File: config.mk
export PLATFORM = sky130hd
export DESIGN_NAME = vga_scanout
export DESIGN_NICKNAME = d
export VERILOG_FILES = /design/src/rtl/vga_scanout.sv
export SDC_FILE = /design/constraint.sdc
export NUM_CORES = 1
export LEC_CHECK = 0
export ABC_AREA = 1
export BUFFER_PORTS_ARGS = -buffer_cell sky130_fd_sc_hd__buf_2
export CAP_MARGIN = 15
export CORE_MARGIN = 5
export CORE_UTILIZATION = 45
export DETAILED_ROUTE_END_ITERATION = 16
export PLACE_DENSITY = 0.74
export SETUP_SLACK_MARGIN = 0.05
export SKIP_LAST_GASP = 1
export SLEW_MARGIN = 20
export SYNTH_ARGS = -nofsm -noshare
export SYNTH_HDL_FRONTEND = slang
export SYNTH_SLANG_ARGS = --single-unit
File: constraint.sdc
create_clock -name clk -period 6.2 [get_ports clk]
set_input_delay 0 -clock clk [delete_from_list [all_inputs] [get_ports clk]]
set_output_delay 0 -clock clk [all_outputs]
set_load 0.01 [all_outputs]
File: src/rtl/vga_scanout.sv
// vga_scanout: 640x480@60 VGA timing generator fetching a 4x-upscaled 160x120 framebuffer.
// Two enabled cycles from counter position to DAC outputs; syncs and blank share that delay.
module vga_scanout #(
    parameter int H_VISIBLE   = 640,
    parameter int H_FRONT     = 16,
    parameter int H_SYNC      = 96,
    parameter int H_BACK      = 48,
    parameter int V_VISIBLE   = 480,
    parameter int V_FRONT     = 10,
    parameter int V_SYNC      = 2,
    parameter int V_BACK      = 33,
    parameter int SCALE_SHIFT = 2,
    parameter int FB_WIDTH    = 160
) (
    input  logic        clk,
    input  logic        resetn,
    input  logic        enable,
    output logic [14:0] rd_addr,
    input  logic [2:0]  rd_data,
    output logic [7:0]  vga_r,
    output logic [7:0]  vga_g,
    output logic [7:0]  vga_b,
    output logic        vga_hs,
    output logic        vga_vs,
    output logic        vga_blank_n,
    output logic        vga_sync_n,
    output logic        frame_start
);
    localparam int H_TOTAL  = H_VISIBLE + H_FRONT + H_SYNC + H_BACK;
    localparam int V_TOTAL  = V_VISIBLE + V_FRONT + V_SYNC + V_BACK;
    localparam int HS_START = H_VISIBLE + H_FRONT;
    localparam int VS_START = V_VISIBLE + V_FRONT;
    localparam int HW       = $clog2(H_TOTAL);
    localparam int VW       = $clog2(V_TOTAL);

    logic [HW-1:0] h_cnt_q, h_cnt_d;
    logic [VW-1:0] v_cnt_q, v_cnt_d;
    logic [14:0]   rd_addr_q, rd_addr_d;
    logic [14:0]   fb_x, fb_y;
    logic          h_wrap, v_wrap;
    logic          vis0, hs0, vs0, first0;
    logic          vis1_q, hs1_q, vs1_q, first1_q;
    logic [7:0]    r_q, g_q, b_q;
    logic          hs_q, vs_q, blank_n_q, fs_q;

    always_comb begin
        h_wrap    = h_cnt_q == HW'(H_TOTAL - 1);
        v_wrap    = v_cnt_q == VW'(V_TOTAL - 1);
        h_cnt_d   = h_wrap ? '0 : h_cnt_q + 1'b1;
        v_cnt_d   = !h_wrap ? v_cnt_q : v_wrap ? '0 : v_cnt_q + 1'b1;
        vis0      = h_cnt_q < HW'(H_VISIBLE) && v_cnt_q < VW'(V_VISIBLE);
        hs0       = !(h_cnt_q >= HW'(HS_START) && h_cnt_q < HW'(HS_START + H_SYNC));
        vs0       = !(v_cnt_q >= VW'(VS_START) && v_cnt_q < VW'(VS_START + V_SYNC));
        first0    = h_cnt_q == '0 && v_cnt_q == '0;
        fb_x      = 15'(h_cnt_q >> SCALE_SHIFT);
        fb_y      = 15'(v_cnt_q >> SCALE_SHIFT);
        // Address holds through blanking so the memory sees no spurious reads.
        rd_addr_d = vis0 ? 15'(fb_y * 15'(FB_WIDTH)) + fb_x : rd_addr_q;
    end

    always_ff @(posedge clk or negedge resetn) begin
        if (!resetn) begin
            h_cnt_q   <= '0;
            v_cnt_q   <= '0;
            rd_addr_q <= '0;
            vis1_q    <= 1'b0;
            hs1_q     <= 1'b1;
            vs1_q     <= 1'b1;
            first1_q  <= 1'b0;
            r_q       <= '0;
            g_q       <= '0;
            b_q       <= '0;
            hs_q      <= 1'b1;
            vs_q      <= 1'b1;
            blank_n_q <= 1'b0;
            fs_q      <= 1'b0;
        end else if (enable) begin
            h_cnt_q   <= h_cnt_d;
            v_cnt_q   <= v_cnt_d;
            rd_addr_q <= rd_addr_d;
            vis1_q    <= vis0;
            hs1_q     <= hs0;
            vs1_q     <= vs0;
            first1_q  <= first0;
            r_q       <= vis1_q ? {8{rd_data[2]}} : '0;
            g_q       <= vis1_q ? {8{rd_data[1]}} : '0;
            b_q       <= vis1_q ? {8{rd_data[0]}} : '0;
            hs_q      <= hs1_q;
            vs_q      <= vs1_q;
            blank_n_q <= vis1_q;
            fs_q      <= first1_q;
        end
    end

    assign rd_addr     = rd_addr_q;
    assign vga_r       = r_q;
    assign vga_g       = g_q;
    assign vga_b       = b_q;
    assign vga_hs      = hs_q;
    assign vga_vs      = vs_q;
    assign vga_blank_n = blank_n_q;
    assign vga_sync_n  = 1'b0;
    assign frame_start = fs_q;
endmodule

==> results.json <==
{
  "worst_ep_arrival_time_ns": 2.59,
  "final_design_area_no_fill_mm2": 0.003317,
  "setup.reg_to_reg.worst_slack_ns": 3.81,
  "worst_ir_drop_vdd_uv": 97.59,
  "pin_count_of_the_biggest_net_entering_global_routing": 47,
  "clock-sinks": 46,
  "drt_pre_antenna_iters": 4,
  "synthesized_nets": 408,
  "number_of_rows_in_the_core_area": 30,
  "type_of_destination_of_the_critical_path": "flip-flop",
  "io-pin-count": 50,
  "initialDrtViolationCount": 112,
  "overflow": 0,
  "wire_per_inst_um": 12.88,
  "seqPwrFrac_pct": 50.3,
  "dp.final_hpwl_um": 4923,
  "maxSlewHeadroom_pct": 60.29,
  "finalSetupViolations": 0,
  "gp_congestion": 0.8784,
  "maxCapViolations": 0,
  "fill_cells": 684,
  "grt_antenna_before_repair": 0,
  "cts_setup_buffers": 0,
  "clock_power_share_pct": 24.3,
  "critPathSlowestCell": "sky130_fd_sc_hd__fa_1",
  "drc": 0,
  "timing.rr.start": "v_cnt_q[3]",
  "cts-root-to-sink-buffers": 2,
  "wirelength_um": 6365,
  "sequential_area_share_after_synthesis_pct": 37.85,
  "worst_hold_path.num_cells": 3,
  "leakagePower_uw": 0.001781,
  "net-switching-power_uw": 273.3,
  "post_detailed_route_count_of_antenna_violating_nets": 0,
  "htree_num_levels": 2,
  "final-max-slew-violation-count": 0,
  "ctsRootBufferMaster": "sky130_fd_sc_hd__clkbuf_8",
  "grt_pass1_wl_um": 10640,
  "yosysUniqueCellTypes": 40,
  "layout_commonest_cell": "sky130_fd_sc_hd__nand2_1",
  "layout_worst_path_cycle_share_pct": 38.62,
  "ys.warnings.count": 0,
  "mapped_area_mm2": 0.003054,
  "worstSkewPairLatency_ns": 0.30,
  "p_sw_share_pct": 35.95,
  "hold_viol": 0,
  "hold-worst-slack_ns": 0.08444,
  "synthesis.area_per_instance_um2": 8.016,
  "power-per-cell-area_mw_per_mm2": 229.2,
  "p_int_uw": 487.0,
  "rsz_0062_raised_after_global_routing": "no",
  "synth_cells": 381,
  "crit_chain": "ha_1, ha_1, fa_1, xor2_2, inv_1, nor2_1, nand2_1, nor2_1, nand3_1, nand3_1, nand2_1",
  "numCtsBuffers": 5,
  "clock_tree_from_tritoncts": "done",
  "io_buffer_count": 48,
  "post_dp_cell_area_mm2": 0.003184,
  "critical-path-max-stage-delay_ns": 0.46,
  "dieHeight_um": 92.39,
  "drive_above_1_share_pct": 23.19,
  "worstReg2RegEnd": "rd_addr[14]",
  "worst_pin_slew_ns": 0.5957,
  "r2r_cells": 11,
  "holdCritStartpoint": "enable",
  "p_comb_share_pct": 25.4,
  "final.setup.tns_ns": 0,
  "timing.hold.worst.class": "primary input to flip-flop",
  "layout_common_cells": "sky130_fd_sc_hd__nand2_1, sky130_fd_sc_hd__buf_2, sky130_fd_sc_hd__dfrtp_1",
  "vias_per_cell": 5.028,
  "outcome": "completed",
  "fmaxAchievable_ghz": 0.4176,
  "die_w_um": 92.39,
  "fin_skew_ns": 0.004714,
  "grt_pass1_vias": 2406,
  "design.final.nets": 440,
  "global_route.usage.total_pct": 15.07,
  "startpoint_type": "flip-flop",
  "min_to": "vga_vs",
  "fp.coreArea_mm2": 0.006681,
  "floorplan.die_area_mm2": 0.008535,
  "area_added_between_synthesis_and_finish_pct": 8.603,
  "clk_transition_reported_paths_ns": 0.09,
  "ys_seq_elements": 46,
  "insertedDiodeCount": 0,
  "floorplan.initialDensity_pct": 45.71,
  "ws_path_type": "flip-flop to flip-flop",
  "postLayoutCoreUtil_pct": 49.64,
  "critical_path_peak_fanout": 6,
  "min_period_ns": 2.394,
  "cp_data_required_time_ns": 6.40,
  "detailroute.via_count": 2484
}
-- final cells by class --
| type | instances | area (um2) | area share, % |
|---|---|---|---|
| Sequential cell | 46 | 1156 | 34.85 |
| Inverter | 50 | 191.4 | 5.771 |
| Clock inverter | 3 | 21.27 | 0.6413 |
| Timing Repair Buffer | 52 | 282.8 | 8.525 |
| Multi-Input combinational cell | 258 | 1496 | 45.12 |
| Tap cell | 80 | 100.1 | 3.018 |
| Clock buffer | 5 | 68.82 | 2.075 |
-- per-layer routing --
metal | wire, um | global-route usage (%) | share of wire, % | vias up
met5 | 0 | 0 | 0 | -
met4 | 34 | 3.713 | 0.53 | 0
met3 | 250 | 3.168 | 3.9 | 4
met2 | 3091 | 25.56 | 49 | 49
met1 | 2989 | 19.58 | 47 | 1156
li1 | - | - | - | 1275
-- sequential cells by signal, summed over array words and instances (netlist names) --
| name | cells |
|---|---|
| first1_q | 1 |
| frame_start | 1 |
| h_cnt_q | 10 |
| hs1_q | 1 |
| rd_addr | 15 |
| v_cnt_q | 10 |
| vga_b | 1 |
| vga_blank_n | 1 |
| vga_g | 1 |
| vga_hs | 1 |
| vga_r | 1 |
| vga_vs | 1 |
| vis1_q | 1 |
| vs1_q | 1 |
-- what timing repair did --
item / in CTS / in global routing
gates resized for setup: 0 / 0
hold endpoints to repair: 45 / 0
hold buffers: 4 / 0
-- power by group through the flow --
stage	Sequential, uW	Clock [uW]	Combinational, uW
final	382	185	193
after global routing	387	205	224
after CTS	382	192	196
after detailed placement	387	0	193
after global placement	386	0	191
after floorplan	383	0	141
-- per-stage QoR --
| step | worst slack, ns | cells | power [uW] |
|---|---|---|---|
| after global routing | 3.680 | 494 | 816.9 |
| after detailed placement | 3.852 | 482 | 580.4 |
| final | 3.806 | 494 | 760.4 |
| after global placement | 3.932 | 482 | 576.8 |
| after floorplan | 4.022 | 381 | 523.7 |
| after CTS | 3.830 | 494 | 769.7 |
-- cell usage after synthesis --
cell	count	area share [%]
sky130_fd_sc_hd__nor4_2	1	0.41
sky130_fd_sc_hd__dfstp_2	4	3.4
sky130_fd_sc_hd__o21ai_1	7	1.1
sky130_fd_sc_hd__nand2_1	91	11
sky130_fd_sc_hd__o41ai_1	1	0.29
sky130_fd_sc_hd__xnor2_1	2	0.57
sky130_fd_sc_hd__fa_1	2	1.3
sky130_fd_sc_hd__inv_2	5	0.61
sky130_fd_sc_hd__nor3b_1	1	0.25
sky130_fd_sc_hd__nor4_1	1	0.20
sky130_fd_sc_hd__nor3_1	8	1.3
sky130_fd_sc_hd__clkinv_2	1	0.16
sky130_fd_sc_hd__a31oi_1	3	0.61
sky130_fd_sc_hd__nand2_2	9	1.8
sky130_fd_sc_hd__ha_1	19	7.8
sky130_fd_sc_hd__buf_6	3	1.1
sky130_fd_sc_hd__dfrtp_1	42	34
sky130_fd_sc_hd__o21ai_2	8	2.3
sky130_fd_sc_hd__nor3b_2	1	0.41
sky130_fd_sc_hd__nand4_1	7	1.4
sky130_fd_sc_hd__a21oi_1	10	1.6
sky130_fd_sc_hd__nor3_4	1	0.53
sky130_fd_sc_hd__nand3_2	2	0.66
sky130_fd_sc_hd__buf_4	23	5.7
sky130_fd_sc_hd__xor2_1	7	2.0
sky130_fd_sc_hd__clkbuf_1	1	0.12
sky130_fd_sc_hd__nor3_2	5	1.6
sky130_fd_sc_hd__nand3_1	30	4.9
sky130_fd_sc_hd__o31ai_1	1	0.25
sky130_fd_sc_hd__nor2_1	26	3.2
sky130_fd_sc_hd__a41oi_1	1	0.29
sky130_fd_sc_hd__xor2_2	1	0.53
sky130_fd_sc_hd__inv_1	41	5.0
sky130_fd_sc_hd__inv_4	1	0.20
sky130_fd_sc_hd__nor2_2	1	0.20
sky130_fd_sc_hd__nand3b_1	1	0.25
sky130_fd_sc_hd__o21bai_1	1	0.25
sky130_fd_sc_hd__o21ai_0	9	1.5
sky130_fd_sc_hd__conb_1	1	0.12
sky130_fd_sc_hd__clkinv_1	2	0.25
-- how the worst max path moves through the flow --
stage	from	end	slack (ns)	cells past startpoint
floorplan	v_cnt_q[3]	rd_addr[14]	4.02	11
global placement	v_cnt_q[3]	rd_addr[14]	3.93	11
detailed placement	v_cnt_q[3]	rd_addr[14]	3.85	11
CTS	v_cnt_q[3]	rd_addr[14]	3.83	11
global route	v_cnt_q[3]	rd_addr[14]	3.68	10
finish	v_cnt_q[3]	rd_addr[14]	3.81	11
-- cells by family after synthesis --
| logic type | count (synthesis) | share of synthesized area (%) |
|---|---|---|
| AOI/OAI and AO/OA | 41 | 8.235 |
| buffers and inverters | 77 | 13.15 |
| DFF | 46 | 37.85 |
| xor gates and xnor gates | 10 | 3.114 |
| adders and majority gates | 21 | 9.095 |
| other | 1 | 0.1228 |
| and+or+nand+nor | 185 | 28.43 |
-- critical path, delay by kind of cell (launching register included) --
| kind | cells | cell delay, ns |
|---|---|---|
| adder cells (fa/ha/maj) | 3 | 1.02 |
| XOR/XNOR | 1 | 0.26 |
| flip-flops | 1 | 0.45 |
| buffers and inverters | 1 | 0.09 |
| AND/OR/NAND/NOR | 6 | 0.48 |
(Power assumes the default switching activity.)
